$ cat config.mk
export PLATFORM = sky130hd
export DESIGN_NAME = leaf_hub_router
export DESIGN_NICKNAME = d
export VERILOG_FILES = /design/src/rtl/helios_router_pkg.sv /design/src/rtl/hub_skid_fifo.sv /design/src/rtl/leaf_hub_router.sv
export SDC_FILE = /design/constraint.sdc
export NUM_CORES = 1
export LEC_CHECK = 0
export BUFFER_PORTS_ARGS = -buffer_cell sky130_fd_sc_hd__buf_4
export CAP_MARGIN = 20
export CORE_MARGIN = 10
export CORE_UTILIZATION = 42
export CTS_BUF_LIST = sky130_fd_sc_hd__clkbuf_8
export CTS_CLUSTER_SIZE = 40
export DETAILED_ROUTE_END_ITERATION = 12
export HOLD_SLACK_MARGIN = 0.03
export PLACE_DENSITY = 0.69
export REMOVE_ABC_BUFFERS = 1
export SYNTH_ARGS = -nofsm -noshare
export SYNTH_HDL_FRONTEND = slang
export SYNTH_SLANG_ARGS = --single-unit
$ cat constraint.sdc
create_clock -name clk -period 2.3 [get_ports clk]
set_clock_uncertainty 0.1 [all_clocks]
set_input_delay 0.46 -clock clk [delete_from_list [all_inputs] [get_ports clk]]
set_output_delay 0.46 -clock clk [all_outputs]
set_load 0.05 [all_outputs]
$ cat src/rtl/helios_router_pkg.sv
// Shared message layout and router constants for the Helios multi-FPGA decoder links.
// The field offsets and IDs defined here are used by the hub and by the leaf endpoints.
package helios_router_pkg;

  localparam int TYPE_LSB    = 60;
  localparam int TYPE_W      = 4;
  localparam int DEST_LSB    = 52;
  localparam int DEST_W      = 8;
  localparam int SRC_LSB     = 44;
  localparam int SRC_W       = 8;
  localparam int PAYLOAD_LSB = 0;
  localparam int PAYLOAD_W   = 44;

  localparam logic [7:0] BROADCAST_ID = 8'hFF;
  localparam logic [7:0] ROOT_ID      = 8'h00;

  typedef struct packed {
    logic [TYPE_W-1:0]    msg_type;
    logic [DEST_W-1:0]    dest;
    logic [SRC_W-1:0]     src;
    logic [PAYLOAD_W-1:0] payload;
  } msg_t;

endpackage

$ cat src/rtl/hub_skid_fifo.sv
// Two-entry skid FIFO for one leaf upstream link; push_ready is registered from the next occupancy.
module hub_skid_fifo #(
  parameter int W = 64
) (
  input  logic         clk,
  input  logic         reset,
  input  logic         push_valid,
  input  logic [W-1:0] push_data,
  output logic         push_ready,
  input  logic         pop,
  output logic         nempty,
  output logic [W-1:0] dout
);

  logic [W-1:0] entry0, entry1;
  logic [1:0]   occ, occ_next;
  logic         push, pop_ok;

  assign push   = push_valid && push_ready;
  assign pop_ok = pop && (occ != 2'd0);
  assign nempty = (occ != 2'd0);
  assign dout   = entry0;

  always_comb begin
    occ_next = occ;
    if (push && !pop_ok)
      occ_next = occ + 2'd1;
    else if (!push && pop_ok)
      occ_next = occ - 2'd1;
  end

  // entry0 is always the head; a full FIFO never sees a push because ready is already low
  always_ff @(posedge clk or negedge reset) begin
    if (!reset) begin
      occ        <= 2'd0;
      push_ready <= 1'b0;
      entry0     <= '0;
      entry1     <= '0;
    end else begin
      occ        <= occ_next;
      push_ready <= (occ_next != 2'd2);
      if (pop_ok) begin
        if (occ == 2'd2)
          entry0 <= entry1;
        else if (push)
          entry0 <= push_data;
      end else if (push) begin
        if (occ == 2'd0)
          entry0 <= push_data;
        else
          entry1 <= push_data;
      end
    end
  end

endmodule

$ cat src/rtl/leaf_hub_router.sv
// Parent-side hub: round-robin merge of leaf traffic to the root, dest-based/broadcast fan-out to leaves,
// and link quiescence detection. Define HUB_MSG_COUNT_EN to add per-leaf up/down message counters.
module leaf_hub_router
  import helios_router_pkg::*;
#(
  parameter int  NUM_FPGAS    = 2,
  parameter int  ROUTER_DELAY = 18,
  parameter int  DATA_WIDTH   = 64,
  localparam int NUM_LEAVES   = NUM_FPGAS - 1
) (
  input  logic                             clk,
  input  logic                             reset,
  input  logic [DATA_WIDTH*NUM_LEAVES-1:0] leaf_tx_data,
  input  logic [NUM_LEAVES-1:0]            leaf_tx_valid,
  output logic [NUM_LEAVES-1:0]            leaf_tx_ready,
  output logic [DATA_WIDTH*NUM_LEAVES-1:0] leaf_rx_data,
  output logic [NUM_LEAVES-1:0]            leaf_rx_valid,
  input  logic [NUM_LEAVES-1:0]            leaf_rx_ready,
  output logic [DATA_WIDTH-1:0]            root_up_data,
  output logic                             root_up_valid,
  input  logic                             root_up_ready,
  input  logic [DATA_WIDTH-1:0]            root_dn_data,
  input  logic                             root_dn_valid,
  output logic                             root_dn_ready,
  output logic                             link_idle,
  output logic                             err_bad_dest
`ifdef HUB_MSG_COUNT_EN
  ,
  output logic [32*NUM_LEAVES-1:0]         up_msg_count,
  output logic [32*NUM_LEAVES-1:0]         dn_msg_count
`endif
);

  localparam int LW    = (NUM_LEAVES > 1) ? $clog2(NUM_LEAVES) : 1;
  localparam int CNT_W = $clog2(ROUTER_DELAY + 1);
  localparam logic [CNT_W-1:0] IDLE_MAX = CNT_W'(ROUTER_DELAY);

  logic [DATA_WIDTH-1:0] fifo_dout [NUM_LEAVES];
  logic [NUM_LEAVES-1:0] fifo_nempty, fifo_pop;

  for (genvar i = 0; i < NUM_LEAVES; i++) begin : g_leaf
    hub_skid_fifo #(.W(DATA_WIDTH)) u_fifo (
      .clk        (clk),
      .reset      (reset),
      .push_valid (leaf_tx_valid[i]),
      .push_data  (leaf_tx_data[DATA_WIDTH*i +: DATA_WIDTH]),
      .push_ready (leaf_tx_ready[i]),
      .pop        (fifo_pop[i]),
      .nempty     (fifo_nempty[i]),
      .dout       (fifo_dout[i])
    );
  end

  function automatic logic [LW-1:0] rr_next(input logic [LW-1:0] g);
    return (int'(g) == NUM_LEAVES - 1) ? '0 : g + 1'b1;
  endfunction

  logic [LW-1:0] rr_ptr, grant;
  logic          any_req, up_load;
  msg_t          up_msg;

  // Search from rr_ptr: iterate farthest offset first so the nearest requester wins
  always_comb begin
    int idx;
    any_req = 1'b0;
    grant   = '0;
    idx     = 0;
    for (int k = NUM_LEAVES - 1; k >= 0; k--) begin
      idx = (int'(rr_ptr) + k) % NUM_LEAVES;
      if (fifo_nempty[idx]) begin
        any_req = 1'b1;
        grant   = LW'(idx);
      end
    end
  end

  assign up_load = any_req && (!root_up_valid || root_up_ready);

  always_comb begin
    for (int i = 0; i < NUM_LEAVES; i++)
      fifo_pop[i] = up_load && (grant == LW'(i));
  end

  always_comb begin
    up_msg     = msg_t'(fifo_dout[grant]);
    up_msg.src = 8'(grant) + 8'd1;
  end

  always_ff @(posedge clk or negedge reset) begin
    if (!reset) begin
      root_up_valid <= 1'b0;
      root_up_data  <= '0;
      rr_ptr        <= '0;
    end else if (up_load) begin
      root_up_valid <= 1'b1;
      root_up_data  <= up_msg;
      rr_ptr        <= rr_next(grant);
    end else if (root_up_ready) begin
      root_up_valid <= 1'b0;
    end
  end

  logic                  dn_active, dn_full, dn_load, dn_bad;
  logic [DEST_W-1:0]     dn_dest;
  logic [NUM_LEAVES-1:0] dn_mask, dn_dest_mask, dn_xfer;
  logic [DATA_WIDTH-1:0] dn_data;

  assign dn_dest       = root_dn_data[DEST_LSB +: DEST_W];
  assign root_dn_ready = dn_active && !dn_full;
  assign dn_load       = root_dn_valid && root_dn_ready;
  assign dn_xfer       = dn_mask & leaf_rx_ready;
  assign leaf_rx_valid = dn_mask;
  assign leaf_rx_data  = {NUM_LEAVES{dn_data}};

  always_comb begin
    dn_dest_mask = '0;
    for (int i = 0; i < NUM_LEAVES; i++)
      if (dn_dest != ROOT_ID && (dn_dest == BROADCAST_ID || dn_dest == 8'(i + 1)))
        dn_dest_mask[i] = 1'b1;
    dn_bad = (dn_dest_mask == '0);
  end

  // An illegal dest loads an empty mask, so the register holds for one cycle and then frees
  always_ff @(posedge clk or negedge reset) begin
    if (!reset) begin
      dn_active    <= 1'b0;
      dn_full      <= 1'b0;
      dn_mask      <= '0;
      dn_data      <= '0;
      err_bad_dest <= 1'b0;
    end else begin
      dn_active <= 1'b1;
      if (dn_load) begin
        dn_full <= 1'b1;
        dn_mask <= dn_dest_mask;
        dn_data <= root_dn_data;
        if (dn_bad)
          err_bad_dest <= 1'b1;
      end else if (dn_full) begin
        dn_mask <= dn_mask & ~dn_xfer;
        dn_full <= |(dn_mask & ~dn_xfer);
      end
    end
  end

  logic             busy;
  logic [CNT_W-1:0] idle_cnt;

  assign busy = (|(leaf_tx_valid & leaf_tx_ready)) || (|dn_xfer) ||
                (root_up_valid && root_up_ready) || dn_load ||
                (|fifo_nempty) || root_up_valid || dn_full;

  always_ff @(posedge clk or negedge reset) begin
    if (!reset) begin
      idle_cnt  <= IDLE_MAX;
      link_idle <= 1'b1;
    end else begin
      if (busy)
        idle_cnt <= '0;
      else if (idle_cnt != IDLE_MAX)
        idle_cnt <= idle_cnt + 1'b1;
      link_idle <= (idle_cnt == IDLE_MAX);
    end
  end

`ifdef HUB_MSG_COUNT_EN
  logic [31:0] up_cnt [NUM_LEAVES];
  logic [31:0] dn_cnt [NUM_LEAVES];

  always_ff @(posedge clk or negedge reset) begin
    if (!reset) begin
      for (int i = 0; i < NUM_LEAVES; i++) begin
        up_cnt[i] <= '0;
        dn_cnt[i] <= '0;
      end
    end else begin
      for (int i = 0; i < NUM_LEAVES; i++) begin
        if (fifo_pop[i])
          up_cnt[i] <= up_cnt[i] + 32'd1;
        if (dn_xfer[i])
          dn_cnt[i] <= dn_cnt[i] + 32'd1;
      end
    end
  end

  for (genvar i = 0; i < NUM_LEAVES; i++) begin : g_cnt_out
    assign up_msg_count[32*i +: 32] = up_cnt[i];
    assign dn_msg_count[32*i +: 32] = dn_cnt[i];
  end
`endif

endmodule

; ---- Word level (Yosys, flattened, before mapping)
; Cells that the tools add are included.
[word_totals]
regBits = 263
input_bits = 134
output_inout_bits = 134
word_cells = 79
[classes]
add_sub_neg = 3
n_eq_ne = 6
n_mux = 17
bitwise_logic = 7
n_reduce_logical = 33
[ops]
columns = op, n
row1 = 64-bit two-way mux, 5
row2 = 2-bit nonzero test, 7
row3 = 5-bit two-way mux, 2
row4 = 1-bit logical AND, 9
row5 = 8-bit by 1-bit == test with 1-bit output (second input constant), 1
row6 = 8-bit == test (second input constant), 1
row7 = 1-bit logical OR, 8
row8 = 1-bit two-way mux, 8
row9 = 8-bit nonzero test, 1
row10 = 3-bit AND reduction, 2
row11 = 5-bit by 1-bit adder with 5-bit output (second input constant), 1
row12 = 5-bit == test (second input constant), 1
row13 = 5-bit != test (second input constant), 1
row14 = 1-bit zero test, 4
row15 = 2-bit two-way mux, 2
row16 = 1-bit inverter, 4
row17 = 1-bit AND, 3
row18 = 2-bit by 1-bit adder with 2-bit output (second input constant), 1
row19 = 2-bit == test (second input constant), 1
row20 = 2-bit zero test, 1
row21 = 2-bit != test (second input constant), 1
row22 = 2-bit AND reduction, 1
row23 = 2-bit by 1-bit subtractor with 2-bit output (second input constant), 1

; ---- Logic depth before layout (Yosys ltp)
; Gate-level depths: netlist of the first run.
[depth]
depth_word = 8
mapped_depth = 9
mapped_depth_nobuf = 6

; ---- By module
; Synthesis of the first run repeated with hierarchy kept, for this count alone.
[unflattened]
hier_cells = 815
hier_area_um2 = 11427.2
[by_module_without_submodules]
columns = mod, instances, cells_each, area_per_inst_um2, seq_area_each_um2
row1 = hub_skid_fifo, 1, 501, 6294.8, 3278.1
row2 = leaf_hub_router, 1, 314, 5132.4, 3306.9

; ---- Least setup slack after synthesis of the first run
; Ideal clock, no wire load.
[synth_path]
path_kind = flip-flop to flip-flop
start = reg dn_full
end = reg dn_data[46] (netlist: leaf_rx_data[46])
setup_ps = 125
t_arrival_ps = 1722
t_required_ps = 2075
slack_ps = 353
stages_incl_launch_ff = 6
n_path_buf = 2
period_less_slack_ps = 1947
path_cell_list = dfrtp_1 nor2b_2 nand2_1 buf_2 buf_2 mux2_2
[synth_between]
elab_chain_cells = 3
[synth_rtl]
columns = element, line
row1 = "start, declared", leaf_hub_router.sv:103  ; logic dn_active, dn_full, dn_load, dn_bad;
row2 = "start signal, assigned", leaf_hub_router.sv:141  ; dn_full <= |(dn_mask & ~dn_xfer);
row3 = 1-bit zero test, leaf_hub_router.sv:109  ; assign root_dn_ready = dn_active && !dn_full;
row4 = 1-bit logical AND, leaf_hub_router.sv:109
row5 = via root_dn_ready, leaf_hub_router.sv:24  ; output logic root_dn_ready,
row6 = 1-bit logical AND, leaf_hub_router.sv:110  ; assign dn_load = root_dn_valid && root_dn_ready;
row7 = "end signal, assigned", leaf_hub_router.sv:136  ; dn_data <= root_dn_data;
row8 = "end, declared", leaf_hub_router.sv:106  ; logic [DATA_WIDTH-1:0] dn_data;
; The timed path passes the listed nets, and every way through them passes these cells.
; A chain may end at the register's enable or synchronous reset.

; ---- Worst setup path in the final report of the first run
[layout_path]
start = reg g_leaf[0].u_fifo.occ[1]
end = reg g_leaf[0].u_fifo.entry0[3]
[layout_between]
elab_chain_cells = 6
word_cells_on_any_way = 12
cone_classes = 1 x eq/ne / 3 x mux / 8 x reduce/logical
[layout_rtl]
columns = element, line
row1 = "start, declared", hub_skid_fifo.sv:16  ; logic [1:0] occ, occ_next;
row2 = "start signal, assigned", hub_skid_fifo.sv:40  ; occ <= occ_next;
row3 = 2-bit nonzero test, "hub_skid_fifo.sv:20, hub_skid_fifo.sv:21"
row4 = 1-bit two-way mux, leaf_hub_router.sv:70  ; if (fifo_nempty[idx]) begin
row5 = 1-bit logical AND, leaf_hub_router.sv:77  ; assign up_load = any_req && (!root_up_valid || root_up_ready);
row6 = 1-bit logical AND, hub_skid_fifo.sv:20  ; assign pop_ok = pop && (occ != 2'd0);
row7 = 2-bit nonzero test (no source line), -
row8 = 3-bit AND reduction (no source line), -
row9 = "end signal, assigned", hub_skid_fifo.sv:44  ; entry0 <= entry1;
row10 = "end signal, assigned", hub_skid_fifo.sv:46  ; entry0 <= push_data;
row11 = "end signal, assigned", hub_skid_fifo.sv:49  ; entry0 <= push_data;
row12 = "end, declared", hub_skid_fifo.sv:15  ; logic [W-1:0] entry0, entry1;
; Parallel ways exist; a longest one is shown, timed or not.

==> results of run 1 <==
[stage by stage]
| step | utilization | setup WS [ns] |
|---|---|---|
| after floorplan | - | -2.392 |
| after global placement | 0.5245 | 0.3038 |
| after detailed placement | 0.5245 | 0.2713 |
| after CTS | 0.6005 | 0.2546 |
| after global routing | 0.6005 | 0.1373 |
| final | 0.6005 | 0.2671 |
[how the worst max path moves through the flow]
stage	from	to	slack, ns	cells past startpoint
floorplan	root_up_valid	g_leaf[0].u_fifo.dout[0]	-2.39	4
global placement	g_leaf[0].u_fifo.occ[1]	g_leaf[0].u_fifo.dout[62]	0.30	7
detailed placement	g_leaf[0].u_fifo.occ[1]	g_leaf[0].u_fifo.dout[2]	0.27	7
CTS	g_leaf[0].u_fifo.occ[1]	g_leaf[0].u_fifo.dout[16]	0.25	7
global route	g_leaf[0].u_fifo.occ[1]	g_leaf[0].u_fifo.dout[10]	0.14	7
finish	g_leaf[0].u_fifo.occ[1]	g_leaf[0].u_fifo.dout[3]	0.27	7
[registers in the layout, summed over array words and instances, names as in the netlist, 2 cells and up]
name                  count
g_leaf.u_fifo.entry1     56
leaf_rx_data             64
g_leaf.u_fifo.dout       56
g_leaf.u_fifo.occ         2
idle_cnt                  5
root_up_data             57
[metal layers]
metal | vias to the layer above | wire, um | track usage
li1 | 3138 | - | -
met1 | 3368 | 10470 | 0.1929
met2 | 164 | 13460 | 0.2857
met3 | 48 | 1343 | 0.04182
met4 | 0 | 704 | 0.06076
met5 | - | 0 | 0
[power groups by stage]
stage               clock [W]  combinational, W  sequential, W
floorplan                   0           0.00350        0.00937
global placement            0           0.00813        0.00703
detailed placement          0           0.00829        0.00709
CTS                   0.00443           0.00843        0.00704
global route          0.00461           0.00887        0.00728
finish                0.00429           0.00833        0.00704
[synth_stat cells, drive strengths merged]
cell / instances / area share
xnor2: 4 / 0.0035
a31oi: 1 / 0.00062
nand4: 2 / 0.0012
nor3: 3 / 0.0015
nand2: 5 / 0.0019
nor4bb: 1 / 0.00099
nand2b: 3 / 0.0019
xor2: 2 / 0.0017
dfstp: 3 / 0.0078
dfrtp: 244 / 0.61
inv: 3 / 0.0011
ha: 4 / 0.0050
nand3: 5 / 0.0025
clkbuf: 4 / 0.0015
a311o: 1 / 0.00099
a21oi: 59 / 0.030
nor2: 63 / 0.024
a31o: 1 / 0.00087
a221oi: 1 / 0.00087
or2: 1 / 0.00062
nor4: 1 / 0.00062
mux2i: 56 / 0.056
conb: 2 / 0.00075
nor2b: 2 / 0.0022
or4: 1 / 0.00075
buf: 42 / 0.029
mux2: 176 / 0.21
o21ai: 3 / 0.0015
nor3b: 3 / 0.0032
[critical path, cell delays in order (launching register included)]
cell	delay (ns)
dfrtp_1	0.37
inv_1	0.07
ha_1	0.20
buf_4	0.18
nor3b_4	0.26
buf_12	0.30
mux2i_1	0.26
a21oi_1	0.09
[area by class of cell]
class                   count  area (um2)  share of cell area
well taps                 319       399.1             0.02823
inverters                   3       11.26           0.0007965
flip-flops and latches    247        6185              0.4375
repair buffers            352        2973              0.2103
multi-input cells         406        3621              0.2561
clock buffers              59       812.0             0.05744
clock inverters            20       136.4            0.009647
[cell families (layout without fill, tap and decap cells)]
| group | Yosys count | count (layout) | synth area share |
|---|---|---|---|
| simple gates | 90 | 90 | 0.04161 |
| xor+xnor | 6 | 6 | 0.005217 |
| buf+inv | 49 | 434 | 0.03167 |
| fa+ha+maj | 4 | 4 | 0.004969 |
| other cells | 2 | 8 | 0.0007455 |
| mux | 232 | 232 | 0.2673 |
| compound gates | 66 | 66 | 0.03453 |
| flops | 247 | 247 | 0.6140 |
==> results_dict.tcl, run 1 <==
set metrics [dict create \
    hold_viol_final 0 \
    finalCritPeriodShare 0.8838 \
    synth_seq_cells 247 \
    clkPwrFrac 0.218 \
    first_pass_iters 4 \
    layout-drive-gt1-share 0.4784 \
    htree_levels 2 \
    dieWidth_um 174.9 \
    diodes 0 \
    syn_area_per_cell_um2 14.47 \
    cts-root-buf "clkbuf_8" \
    worstPathArrival_ns 2.33 \
    n_fill_cell 1853 \
    dp.cells 1243 \
    yosys_warnings 0 \
    postCtsHoldBufs 84 \
    clock_latency_ns 0.54 \
    holdWs_ns 0.06763 \
    hold_path.class "in2reg" \
    grt_overflow 0 \
    netlist_area_mm2 0.01007 \
    clock_sinks 247 \
    vias 6718 \
    status "complete, no violations" \
    grt_pass1_vias 7364 \
    grt_pass1_wl_um 40860 \
    num_io_pins 268 \
    max_freq_mhz 491.9 \
    seq_area_frac_synth 0.6140 \
    setup_tns_ns 0 \
    sequentialPowerShare 0.358 \
    grt_use_total 0.1648 \
    dpl-instance-area_mm2 0.01235 \
    fin_cells 1406 \
    layout_commonest_cell "buf_4" \
    ant_nets 0 \
    grt_max_degree 81 \
    start_kind "flip-flop" \
    rr_endpoint "g_leaf[0].u_fifo.dout[3]" \
    power_frac_comb 0.424 \
    critPathCaptureType "flip-flop" \
    r2r_slack_ns 0.27 \
    hold_end "g_leaf[0].u_fifo.entry1[5]" \
    maxCapViolations 0 \
    cellLeakagePower_nw 6.443 \
    drv_slew 0 \
    clk_path_buf_depth 3 \
    p_total_w 0.01966 \
    drc 0 \
    dp.final_hpwl_um 16990 \
    cts_tree "yes" \
    switching_share 0.3870 \
    num_rows 56 \
    finalSetupViolations 0 \
    port_buffers 252 \
    die_area_mm2 0.03058 \
    post-route-cell-area_mm2 0.01414 \
    r2r-start "g_leaf[0].u_fifo.occ[1]" \
    coreArea_mm2 0.02354 \
    required_ns 2.60 \
    r2r_cells 7 \
    path_clk_slew_ns 0.06 \
    numCtsBuffers 44 \
    worst-setup-path-type "reg2reg" \
    drt_iter0_markers 291 \
    crit_path_max_fanout 38 \
    fp.dieH_um 174.9 \
    intPower_w 0.01205 \
    whs_path_depth 2 \
    start_util 0.4279 \
    power_density_mw_per_mm2 1390 \
    hold_start "leaf_tx_data[5]" \
    synth_cell_types 36 \
    syn_inst 696 \
    fin_crit_ns 2.033 \
    antenna_found_initial 0 \
    layout.nets 1192 \
    vias_per_cell 4.778 \
    cts_setup_buffers 0 \
    place_congestion 0.7940 \
    area_growth_pct 40.34 \
    cts_resized 0 \
    rsz0062_at_grt "no" \
    wirelength_um 25970 \
    wl_per_cell_um 18.47 \
    switching_power_w 0.007607 \
    irDropWorstVdd_v 0.0008152 \
    layout_common_cells "buf_4, dfrtp_1, mux2_2" \
]
No activity file was read; power rests on OpenSTA's default activity.
==> run 2, diff against run 1 <==
--- a/config.mk
+++ b/config.mk
@@ -14,6 +14,7 @@
 export DETAILED_ROUTE_END_ITERATION = 12
 export HOLD_SLACK_MARGIN = 0.03
 export PLACE_DENSITY = 0.69
+export RECOVER_POWER = 100
 export REMOVE_ABC_BUFFERS = 1
 export SYNTH_ARGS = -nofsm -noshare
 export SYNTH_HDL_FRONTEND = slang
==> results_dict.tcl, run 2 (synthesized netlist as in run 1, its figures left out) <==
set metrics [dict create \
    worstPathArrival_ns 2.40 \
    postCtsHoldBufs 84 \
    finalSetupViolations 0 \
    r2r_slack_ns 0.20 \
    dpl-instance-area_mm2 0.01235 \
    dp.cells 1243 \
    switching_power_w 0.007534 \
    die_area_mm2 0.03058 \
    cellLeakagePower_nw 5.769 \
    grt_max_degree 81 \
    worst-setup-path-type "reg2reg" \
    grt_overflow 0 \
    crit_start "g_leaf[0].u_fifo.occ[1]" \
    fin_cells 1406 \
    multiInputGateArea_mm2 0.003463 \
    register_area_mm2 0.006185 \
    r2r_cells 7 \
    layout.nets 1192 \
    ant_nets 0 \
    grt_pass1_wl_um 40860 \
    fp.dieH_um 174.9 \
    worst_pin_slew_ns 1.379 \
    required_ns 2.60 \
    intPower_w 0.01107 \
    power_frac_comb 0.393 \
    cts-root-buf "clkbuf_8" \
    largest_reg_flops 64 \
    post-route-cell-area_mm2 0.01345 \
    start_util 0.4279 \
    finalCritPeriodShare 0.9143 \
    n_fill_cell 2039 \
    clk_path_buf_depth 3 \
    critPathCaptureType "flip-flop" \
    crit_path_max_fanout 18 \
    start_kind "flip-flop" \
    sequentialPowerShare 0.377 \
    drc 0 \
    drv_slew 0 \
    irDropWorstVdd_v 0.0007331 \
    cp_common_cell "buf_4" \
    numCtsBuffers 44 \
    layout_commonest_cell "dfrtp_1" \
    num_io_pins 268 \
    wl_per_cell_um 18.41 \
    diodes 0 \
    clock_latency_ns 0.54 \
    hold_path.class "in2reg" \
    area_growth_pct 33.52 \
    num_rows 56 \
    max-slew-margin-rel 0.08063 \
    switching_share 0.4049 \
    path_clk_slew_ns 0.06 \
    clkPwrFrac 0.230 \
    wirelength_um 25890 \
    maxCapViolations 0 \
    r2r-start "g_leaf[0].u_fifo.occ[1]" \
    cts_tree "yes" \
    grt_use_total 0.1648 \
    clock_sinks 247 \
    vias_per_cell 4.777 \
    max_freq_mhz 475.5 \
    port_buffers 252 \
    coreArea_mm2 0.02354 \
    first_pass_iters 4 \
    crit_chain "inv_1 > ha_1 > buf_4 > nor3b_2 > buf_4 > mux2i_1 > a21oi_1" \
    antenna_found_initial 0 \
    dieWidth_um 174.9 \
    vias 6716 \
    layout_common_cells "dfrtp_1, mux2_2, buf_4" \
    cts_resized 0 \
    dp.final_hpwl_um 16990 \
    status "complete, no violations" \
    cp_slowest_cell "buf_4" \
    rr_endpoint "g_leaf[0].u_fifo.dout[2]" \
    hold_viol_final 0 \
    grt_pass1_vias 7364 \
    power_density_mw_per_mm2 1383 \
    critical-path-max-stage-delay_ns 0.40 \
    layout-drive-gt1-share 0.3229 \
    cts_setup_buffers 0 \
    fin_crit_ns 2.103 \
    htree_levels 2 \
    drt_iter0_markers 293 \
    place_congestion 0.7940 \
    endpoint "g_leaf[0].u_fifo.dout[2]" \
    rsz0062_at_grt "no" \
]
run 2: cell types whose count changed in the layout (fill, tap and decap cells not counted), sizes merged:
cell,previous run,this run
clkbuf,59,192
buf,268,135
run 2: through the flow:
| step | power, W | worst slack (ns) | setup TNS, ns | utilization | hold WS, ns |
|---|---|---|---|---|---|
| finish | 0.01861 | 0.1971 | 0 | 0.5713 | 0.05392 |
| global route | 0.01971 | 0.08759 | 0 | 0.5713 | 0.02250 |
| CTS | 0.01990 | 0.2546 | 0 | 0.6005 | 0.03030 |
| detailed placement | 0.01539 | 0.2713 | 0 | 0.5245 | 0.3133 |
| global placement | 0.01516 | 0.3038 | 0 | 0.5245 | 0.3103 |
| floorplan | 0.01287 | -2.392 | -273.96 | - | 0.06441 |
run 2: per-layer routing:
| metal | global-route usage | vias to the layer above | part of all wire | routed length [um] |
|---|---|---|---|---|
| met5 | 0 | - | 0 | 0 |
| li1 | - | 3140 | - | - |
| met1 | 0.1929 | 3366 | 0.41 | 10520 |
| met4 | 0.06076 | 0 | 0.027 | 690 |
| met3 | 0.04182 | 47 | 0.050 | 1306 |
| met2 | 0.2857 | 163 | 0.52 | 13370 |
run 2: cell type report:
class	instances	area share
Sequential cell	247	0.4598
Multi-Input combinational cell	406	0.2575
Timing Repair Buffer	352	0.1817
Clock buffer	59	0.06037
Tap cell	319	0.02967
Clock inverter	20	0.01014
Inverter	3	0.0008372
run 2: how the worst min path moves through the flow:
stage                                start                     endpoint  slack (ns)  depth (start not counted)
after floorplan                      reset                    dn_active        0.06                          0
after global placement               reset              leaf_rx_data[3]        0.31                          1
after detailed placement             reset              leaf_rx_data[3]        0.31                          1
after CTS                 leaf_tx_data[53]  g_leaf[0].u_fifo.entry1[53]        0.03                          2
after global routing       leaf_tx_data[5]   g_leaf[0].u_fifo.entry1[5]        0.02                          2
final                      leaf_tx_data[5]   g_leaf[0].u_fifo.entry1[5]        0.05                          2
run 2: worst max-delay path: cells and delay by family, from the launching register on:
family / cells / cell delay (ns)
DFF: 1 / 0.38
muxes: 1 / 0.24
adders and majority gates: 1 / 0.20
and+or+nand+nor: 1 / 0.30
buffers and inverters: 3 / 0.65
AOI/OAI and AO/OA: 1 / 0.08
run 2: power groups by stage:
stage	registers (W)	logic (W)	clock network (W)
6_report	0.00701	0.00732	0.00428
5_1_grt	0.00724	0.00786	0.00461
4_1_cts	0.00704	0.00843	0.00443
3_5_place_dp	0.00709	0.00829	0
3_3_place_gp	0.00703	0.00813	0
2_1_floorplan	0.00937	0.00350	0
